## config.mk

```make
export PLATFORM = sky130hd
export DESIGN_NAME = uart_rx_fifo
export DESIGN_NICKNAME = d
export VERILOG_FILES = /design/src/rtl/uart_rx_fifo.sv
export SDC_FILE = /design/constraint.sdc
export NUM_CORES = 1
export LEC_CHECK = 0
export BUFFER_PORTS_ARGS = -buffer_cell sky130_fd_sc_hd__buf_4
export CORE_MARGIN = 2
export CORE_UTILIZATION = 60
export CTS_CLUSTER_DIAMETER = 200
export DETAILED_ROUTE_END_ITERATION = 16
export GPL_TIMING_DRIVEN = 0
export PLACE_DENSITY = 0.92
export SYNTH_ARGS = -nofsm -noshare
export SYNTH_HDL_FRONTEND = slang
export SYNTH_SLANG_ARGS = --single-unit
export TNS_END_PERCENT = 30
```

## constraint.sdc

```tcl
create_clock -name clk -period 7.2 [get_ports clk]
set_input_delay 1.08 -clock clk [delete_from_list [all_inputs] [get_ports clk]]
set_output_delay 1.08 -clock clk [all_outputs]
set_load 0.005 [all_outputs]
```

## src/rtl/uart_rx_fifo.sv

```systemverilog
// ---------------------------------------------------------------------------
// uart_rx_fifo
//
// Receive side of the UART. It deserializes 8N1 frames arriving on uart_rx
// and buffers the received bytes in a small show-ahead FIFO. Sticky error
// flags report framing errors, overruns and, optionally, parity errors.
//
// Optional feature (compile-time macro UART_RX_PARITY_EN):
//   defined   : an even-parity bit follows the data bits. On a mismatch
//               parity_err is set and the byte is dropped.
//   undefined : plain 8N1. There is no PARITY state, and parity_err is
//               tied to 0.
//
// Parameters:
//   CLKS_PER_BIT : clk cycles per bit period (>= 4, even)
//   FIFO_DEPTH   : FIFO entries (power of two, >= 2)
//
// Ports:
//   clk, rst     : single clock; synchronous active-high reset
//   uart_rx      : serial input, idle high, asynchronous to clk
//   rx_data      : FIFO head byte (show-ahead)
//   rx_valid     : FIFO not empty
//   rx_ready     : consumer accepts the head byte
//   rx_count     : number of bytes held
//   frame_err    : sticky, stop bit sampled low
//   overrun      : sticky, byte arrived while the FIFO was full
//   parity_err   : sticky, parity mismatch (0 when parity is compiled out)
//   clear_err    : one-cycle pulse that clears every sticky flag
//   dbg_state_o  : current receiver FSM state
//
// Handshake: a byte transfers on every cycle in which rx_valid and rx_ready
// are both high. rx_data is stable while rx_valid=1 and rx_ready=0.
// rx_ready may be high while rx_valid=0; nothing happens in that case.
// ---------------------------------------------------------------------------
module uart_rx_fifo #(
  parameter int CLKS_PER_BIT = 104,
  parameter int FIFO_DEPTH   = 4
) (
  input  logic                            clk,
  input  logic                            rst,
  input  logic                            uart_rx,
  output logic [7:0]                      rx_data,
  output logic                            rx_valid,
  input  logic                            rx_ready,
  output logic [$clog2(FIFO_DEPTH+1)-1:0] rx_count,
  output logic                            frame_err,
  output logic                            overrun,
  output logic                            parity_err,
  input  logic                            clear_err,
  output logic [2:0]                      dbg_state_o
);

  localparam int BW = $clog2(CLKS_PER_BIT);
  localparam int PW = $clog2(FIFO_DEPTH);
  localparam int CW = $clog2(FIFO_DEPTH + 1);

  // The baud counter is 0 on the first cycle of each state. These are the
  // counter values on the sample cycles: mid start bit, then one full bit
  // period for every later bit.
  localparam logic [BW-1:0] BAUD_HALF = BW'(CLKS_PER_BIT / 2 - 1);
  localparam logic [BW-1:0] BAUD_FULL = BW'(CLKS_PER_BIT - 1);
  localparam logic [CW-1:0] DEPTH     = CW'(FIFO_DEPTH);

  localparam logic [2:0] S_IDLE   = 3'd0;
  localparam logic [2:0] S_START  = 3'd1;
  localparam logic [2:0] S_DATA   = 3'd2;
  localparam logic [2:0] S_STOP   = 3'd3;
`ifdef UART_RX_PARITY_EN
  localparam logic [2:0] S_PARITY = 3'd4;
`endif

  // -------------------------------------------------------------------------
  // Input synchronizer. It resets to idle-high so reset does not look like a
  // start bit.
  // -------------------------------------------------------------------------
  logic sync1_q;
  logic rxs_q;
  logic rxs_prev_q;

  // -------------------------------------------------------------------------
  // Receiver FSM
  // -------------------------------------------------------------------------
  logic [2:0]    state_q, state_d;
  logic [BW-1:0] baud_q,  baud_d;
  logic [2:0]    bit_q,   bit_d;
  logic [7:0]    shift_q, shift_d;
  logic          rx_push;
  logic          frame_evt;
`ifdef UART_RX_PARITY_EN
  logic          par_bad_q, par_bad_d;
  logic          parity_evt;
`endif

  always_comb begin
    state_d   = state_q;
    baud_d    = baud_q + BW'(1);
    bit_d     = bit_q;
    shift_d   = shift_q;
    rx_push   = 1'b0;
    frame_evt = 1'b0;
`ifdef UART_RX_PARITY_EN
    par_bad_d  = par_bad_q;
    parity_evt = 1'b0;
`endif
    case (state_q)
      S_IDLE: begin
        baud_d = '0;
        // Require a genuine 1->0 edge. A line left low (for example after a
        // framing error) does not retrigger the receiver.
        if (rxs_prev_q && !rxs_q) begin
          state_d = S_START;
        end
      end
      S_START: begin
        if (baud_q == BAUD_HALF) begin
          baud_d  = '0;
          bit_d   = '0;
          // A line that is high again at mid start bit was only a glitch.
          state_d = rxs_q ? S_IDLE : S_DATA;
        end
      end
      S_DATA: begin
        if (baud_q == BAUD_FULL) begin
          baud_d  = '0;
          shift_d = {rxs_q, shift_q[7:1]};   // LSB arrives first
          bit_d   = bit_q + 3'd1;
          if (bit_q == 3'd7) begin
`ifdef UART_RX_PARITY_EN
            state_d = S_PARITY;
`else
            state_d = S_STOP;
`endif
          end
        end
      end
`ifdef UART_RX_PARITY_EN
      S_PARITY: begin
        if (baud_q == BAUD_FULL) begin
          baud_d    = '0;
          // Even parity: data ones plus the parity bit must be even.
          par_bad_d = rxs_q ^ (^shift_q);
          state_d   = S_STOP;
        end
      end
`endif
      S_STOP: begin
        if (baud_q == BAUD_FULL) begin
          baud_d  = '0;
          // Return to IDLE immediately so that a start bit arriving from
          // mid stop bit onward is still caught.
          state_d = S_IDLE;
`ifdef UART_RX_PARITY_EN
          frame_evt  = !rxs_q;
          parity_evt = par_bad_q;
          rx_push    = rxs_q && !par_bad_q;
`else
          frame_evt  = !rxs_q;
          rx_push    = rxs_q;
`endif
        end
      end
      default: begin
        state_d = S_IDLE;
      end
    endcase
  end

  // -------------------------------------------------------------------------
  // FIFO control
  // -------------------------------------------------------------------------
  logic [7:0]    mem_q [FIFO_DEPTH];
  logic [PW-1:0] wr_ptr_q;
  logic [PW-1:0] rd_ptr_q;
  logic [CW-1:0] count_q;
  logic          full;
  logic          pop;
  logic          do_push;
  logic          ovr_evt;

  assign full    = (count_q == DEPTH);
  assign pop     = rx_valid && rx_ready;
  // When the FIFO is full, a simultaneous pop frees the head slot. The
  // incoming byte then lands in that slot because wr_ptr == rd_ptr.
  assign do_push = rx_push && (!full || pop);
  assign ovr_evt = rx_push && full && !pop;

  logic frame_err_q;
  logic overrun_q;
`ifdef UART_RX_PARITY_EN
  logic parity_err_q;
`endif

  always_ff @(posedge clk) begin
    if (rst) begin
      sync1_q     <= 1'b1;
      rxs_q       <= 1'b1;
      rxs_prev_q  <= 1'b1;
      state_q     <= S_IDLE;
      baud_q      <= '0;
      bit_q       <= '0;
      shift_q     <= '0;
      wr_ptr_q    <= '0;
      rd_ptr_q    <= '0;
      count_q     <= '0;
      frame_err_q <= 1'b0;
      overrun_q   <= 1'b0;
      for (int i = 0; i < FIFO_DEPTH; i++) begin
        mem_q[i] <= '0;
      end
`ifdef UART_RX_PARITY_EN
      par_bad_q    <= 1'b0;
      parity_err_q <= 1'b0;
`endif
    end else begin
      sync1_q    <= uart_rx;
      rxs_q      <= sync1_q;
      rxs_prev_q <= rxs_q;
      state_q    <= state_d;
      baud_q     <= baud_d;
      bit_q      <= bit_d;
      shift_q    <= shift_d;

      if (do_push) begin
        mem_q[wr_ptr_q] <= shift_q;
        wr_ptr_q        <= wr_ptr_q + PW'(1);
      end
      if (pop) begin
        rd_ptr_q <= rd_ptr_q + PW'(1);
      end
      if (do_push && !pop) begin
        count_q <= count_q + CW'(1);
      end else if (pop && !do_push) begin
        count_q <= count_q - CW'(1);
      end

      // A new error event overrides a clear in the same cycle.
      frame_err_q <= (frame_err_q && !clear_err) || frame_evt;
      overrun_q   <= (overrun_q   && !clear_err) || ovr_evt;
`ifdef UART_RX_PARITY_EN
      par_bad_q    <= par_bad_d;
      parity_err_q <= (parity_err_q && !clear_err) || parity_evt;
`endif
    end
  end

  assign rx_data     = mem_q[rd_ptr_q];
  assign rx_valid    = (count_q != '0);
  assign rx_count    = count_q;
  assign frame_err   = frame_err_q;
  assign overrun     = overrun_q;
`ifdef UART_RX_PARITY_EN
  assign parity_err  = parity_err_q;
`else
  assign parity_err  = 1'b0;
`endif
  assign dbg_state_o = state_q;

endmodule

```

== Word level (Yosys, flattened, before mapping) ==
Memories as Yosys holds them, arrays and structs flattened. A register that Yosys moved wholly into a read port is not among the register bits.
Index checks and enable logic that the tools add are counted.
Storage, ports and cells
  input port bits: 5
  output and inout bits: 18
  flip-flop bits (word level): 33
  memories: 1
  memory bits (writable): 32
Memories
  mem_q: depth 4, width 8, rd ports 1, clocked after memory_dff 1, wr ports 4, RTL line 171  | logic [7:0] mem_q [FIFO_DEPTH];
Cells by class
  $add $sub $neg: 6
  reductions and logical operators: 26
  muxes and demuxes: 29
  equality and inequality tests: 12
Operator list (number)
  $mux W3: 9
  $pmux W7 S3: 1
  $mux W7: 2
  $pmux W3 S4: 1
  $mux W1: 10
  $ne A2 B2 Y1 const B: 5
  $logic_and A1 B1 Y1: 9
  $mux W2: 4
  $mux W8: 1
  $reduce_or A8 Y1: 1
  $add A7 B1 Y7 const B: 1
  $eq A7 B6 Y1 const B: 1
  $eq A7 B7 Y1 const B: 1
  $add A3 B1 Y3 const B: 2
  $eq A3 B2 Y1 const B: 2
  $eq A3 B3 Y1 const B: 2
  $pmux W3 S2: 1
  $logic_not A1 Y1: 5
  $reduce_and A5 Y1: 1
  $add A2 B1 Y2 const B: 2
  $reduce_bool A2 Y1: 2
  $eq A3 B1 Y1 const B: 1
  $logic_not A3 Y1: 1
  $logic_or A1 B1 Y1: 3
  other kinds (5): 5

== Longest topological paths before layout ==
  word-level depth: 9
  gate-level depth with buffers: 10

== Worst setup path before layout ==
OpenSTA, ideal clock, no wires.
  path kind: input-to-reg
  from: input rx_ready
  to: register count_q[2] (netlist: rx_count[2])
  path buffers: 0
  library setup time: 0.071 ns
  stages: 9
  setup slack: 4.474 ns
  arrival: 2.655 ns
  data required time: 7.129 ns
  cell sequence: or4b_1 -> nand2_1 -> nor2_1 -> ha_1 -> inv_1 -> fa_1 -> xor2_1 -> or3_1 -> a21oi_1
Between the ends
  word-level cells in the longest chain between the ends: 6
  elaborated cells between the ends (all ways): 9
Ends and longest elaborated chain
  from (decl): RTL line 44  | input logic rx_ready,
  $logic_and A1 B1 Y1 *: RTL line 181  | assign pop = rx_valid && rx_ready;
  $logic_or A1 B1 Y1 *: RTL line 184  | assign do_push = rx_push && (!full || pop);
  $logic_and A1 B1 Y1 *: RTL line 184
  via do_push: RTL line 177  | logic do_push;
  $logic_not A1 Y1: RTL line 232  | end else if (pop && !do_push) begin
  $logic_and A1 B1 Y1: RTL line 232
  $reduce_bool A2 Y1 (no source line)
  to (signal assigned): RTL line 231  | count_q <= count_q + CW'(1);
  to (signal assigned): RTL line 233  | count_q <= count_q - CW'(1);
  to (decl): RTL line 174  | logic [CW-1:0] count_q;
Mark *: on every way through the listed nets, which the timed path passes. The rest lies on a longest branch.
A chain may end at the register's enable or synchronous reset.

==> metrics <==
count of placed standard cells including taps 309; area of the die 5395 µm²; HPWL after detailed placement 3492 µm; Critical Path Sink Type output pin; FFs w/ async S/R, synth 0%; Placement Cell Area 3115 µm²; floorplan die width 73.45 µm; TritonCTS sink count 66; Routed Wire Length 4993 µm; arrival time at the worst endpoint 1900 ps; Area growth syn-to-layout 14.01%; worst path cell trace clkbuf_1 > mux4_2 > buf_4; cell area after layout 3299 µm²; wire length of the first global-routing pass 8390 µm; antenna violations before repair 0; clock transition at the registers of the reported paths 70 ps; count of buffers inserted at the top-level ports 20; final antenna diode count 0; Post-CTS Hold Fix Bufs 0; number of warnings printed during yosys synthesis 0; Leakage 1.226 nW; number of enable-type register cells in the synthesized netlist 32; CTS root buffer sky130_fd_sc_hd__clkbuf_8; unrepaired setup endpoints after global routing false; average wire length per cell after detail routing 15.36 µm; largest net degree at the start of global routing 12; clk_skew 6.797 ps; number of DRC violations after detailed routing 0; crit start category register; transition time of the tightest slew-check pin 747.5 ps; Seq cells post-synth 66; unique cell type count in the Yosys netlist 45; RD Place Congestion 0.8542; number of global-route vias before repair 1754; Core Rows 25; number of setup violations in the final report 0; post-layout net count 276; count of routing violations after the opening detailed-route iteration 100; Clock H-tree levels 3; peak supply drop 188.9 µV; clock latency of the later-clocked register in the worst-skew pair 340 ps; count of buffers added by post-CTS timing repair for setup 0; combined area of all synthesized cells 2894 µm²; combined global-route utilization of all metal layers 21.45%; Syn Inst Count 234; starting density of the core 61.68%; critical path fanouts, max 8; outcome complete, no violations; post-route clock period utilization 41.39%; main flop type after synthesis sky130_fd_sc_hd__dfxtp_1; TritonCTS clock tree yes; Boundary Pins 23; sum of overflow across all layers after global routing 0; FMAX 335.5 MHz; cell with the largest stage delay on the worst path sky130_fd_sc_hd__mux4_2; Max Root-Sink Buffers 2; max-cap viol count 0; hold violation count in the final report 0; per-instance average area after synthesis 12.37 µm²; number of slew-limit violations in the final report 0; placeable core area 4692 µm²; ANT nets after route 0; total negative slack for setup checks 0 ps; Relative slew margins 49.46%; Resized Gates After CTS 0; number of buffers created by CTS 9; CP delay by family, top buffers and inverters; class of the tightest hold or removal check register to register; most common cell in the synthesized netlist sky130_fd_sc_hd__dfxtp_1; clock period minus final worst setup slack 2980 ps; Die Y 73.45 µm; top post-synthesis cells by count sky130_fd_sc_hd__dfxtp_1, sky130_fd_sc_hd__and2_1, sky130_fd_sc_hd__edfxtp_1; area fraction of the dominant cell type after synthesis 33.20%; maximum single-stage delay on the critical path 590 ps; cell types occupying the most area after synthesis sky130_fd_sc_hd__edfxtp_1, sky130_fd_sc_hd__dfxtp_1, sky130_fd_sc_hd__and2_1, sky130_fd_sc_hd__mux4_2, sky130_fd_sc_hd__nor2_1; crit path kind register to output pin; iteration count of the initial detailed-routing pass 5; total vias in the final route 1807; worst path buffer plus inverter count 2; final instance count without filler cells 325; fraction of layout cells with a size suffix above 1 22.51%; Overall Power 854.4 µW; final core utilization 70.32%; P per Cell Area 258.9 nW/µm²; Via-to-Cell Ratio 5.560; sequential cell area fraction in the yosys report 56.72%; data required time at the worst endpoint 6120 ps; Synth area leader sky130_fd_sc_hd__edfxtp_1
[report_power, final]
| group | total (mW) | internal (mW) | switching, mW |
|---|---|---|---|
| Clock | 0.291 | 0.156 | 0.136 |
| Sequential | 0.427 | 0.412 | 0.0148 |
| Combinational | 0.136 | 0.0752 | 0.0608 |
| Total | 0.854 | 0.643 | 0.211 |
[stage by stage]
stage               hold slack [ps]  setup WS, ps
detailed placement            404.3          4246
floorplan                     389.5          4474
global route                  426.3          4076
CTS                           420.4          4174
global placement              393.2          4274
finish                        415.7          4220
[worst register-to-register path, stage by stage (launching register included)]
cell and delay (ps):
sky130_fd_sc_hd__dfxtp_1 350, sky130_fd_sc_hd__ha_1 250, sky130_fd_sc_hd__and3_1 250, sky130_fd_sc_hd__nand3_1 340
sky130_fd_sc_hd__nor2_1 230, sky130_fd_sc_hd__ha_1 200, sky130_fd_sc_hd__inv_1 60, sky130_fd_sc_hd__fa_1 370
sky130_fd_sc_hd__xor2_1 160, sky130_fd_sc_hd__or3_1 300, sky130_fd_sc_hd__a21oi_1 140
[path summary, 6_finish.rpt]
check                                from          end  slack, ps  depth (start not counted)
worst max register to register  baud_q[0]  rx_count[2]       4490                         10
worst min-delay path              sync1_q        rxs_q        420                          1
worst max-delay path             register   rx_data[5]       4220                          3
worst min register to register    sync1_q        rxs_q        420                          1
[cells by family (layout without fill, tap and decap cells)]
family                   Yosys count  after routing  synth area share, %
AO/OA/AOI/OAI                     17             17                4.454
XOR/XNOR                          10             10                3.026
adder cells (fa/ha/maj)            5              5                2.421
buffers and inverters             16             52                2.421
flip-flops                        66             66                56.72
multiplexers                      18             18                9.728
other                              1              2               0.1296
AND/OR/NAND/NOR                  101            101                21.10
[flip-flops by register name (all words and copies together) (netlist names), 2 cells and up, named ones only]
signal,flops
bit_q,3
rx_count,3
dbg_state_o,2
baud_q,7
mem_q,32
rd_ptr_q,2
wr_ptr_q,2
shift_q,8
[area by class of cell]
class / count / area, µm²
multi-input combinational: 153 / 1186
sequential: 66 / 1642
fill: 335 / 1393
inverter: 6 / 22.52
tap: 54 / 67.56
timing repair buffer: 20 / 150.1
clock inverter: 7 / 60.06
clock buffer: 9 / 123.9
buffer: 10 / 47.55
[per-layer routing]
layer	vias to the layer above	wire length, µm	track usage (%)
met3	10	203	6.036
met5	-	0	0
met1	875	2147	25.09
met2	31	2555	35.71
li1	891	-	-
met4	0	87	11.31
[cells in the final DEF, fill, tap and decap left out, types with 3 or more instances in the layout]
master / synthesis / final
sky130_fd_sc_hd__mux2i_1: 9 / 9
sky130_fd_sc_hd__nor3_1: 4 / 4
sky130_fd_sc_hd__xor2_1: 6 / 6
sky130_fd_sc_hd__edfxtp_1: 32 / 32
sky130_fd_sc_hd__nand2_1: 7 / 7
sky130_fd_sc_hd__a22o_1: 3 / 3
sky130_fd_sc_hd__nand3_1: 6 / 6
sky130_fd_sc_hd__clkinv_1: 0 / 3
sky130_fd_sc_hd__buf_4: 2 / 22
sky130_fd_sc_hd__and2_1: 32 / 32
sky130_fd_sc_hd__or2_2: 6 / 6
sky130_fd_sc_hd__inv_1: 6 / 6
sky130_fd_sc_hd__nor2_1: 28 / 28
sky130_fd_sc_hd__mux4_2: 8 / 8
sky130_fd_sc_hd__clkbuf_8: 0 / 9
sky130_fd_sc_hd__dfxtp_1: 34 / 34
sky130_fd_sc_hd__xnor2_1: 4 / 4
sky130_fd_sc_hd__a21oi_1: 3 / 3
sky130_fd_sc_hd__nand3b_1: 3 / 3
sky130_fd_sc_hd__clkbuf_1: 5 / 5
sky130_fd_sc_hd__ha_1: 4 / 4
Note: power is estimated with default switching activity, not from simulation.
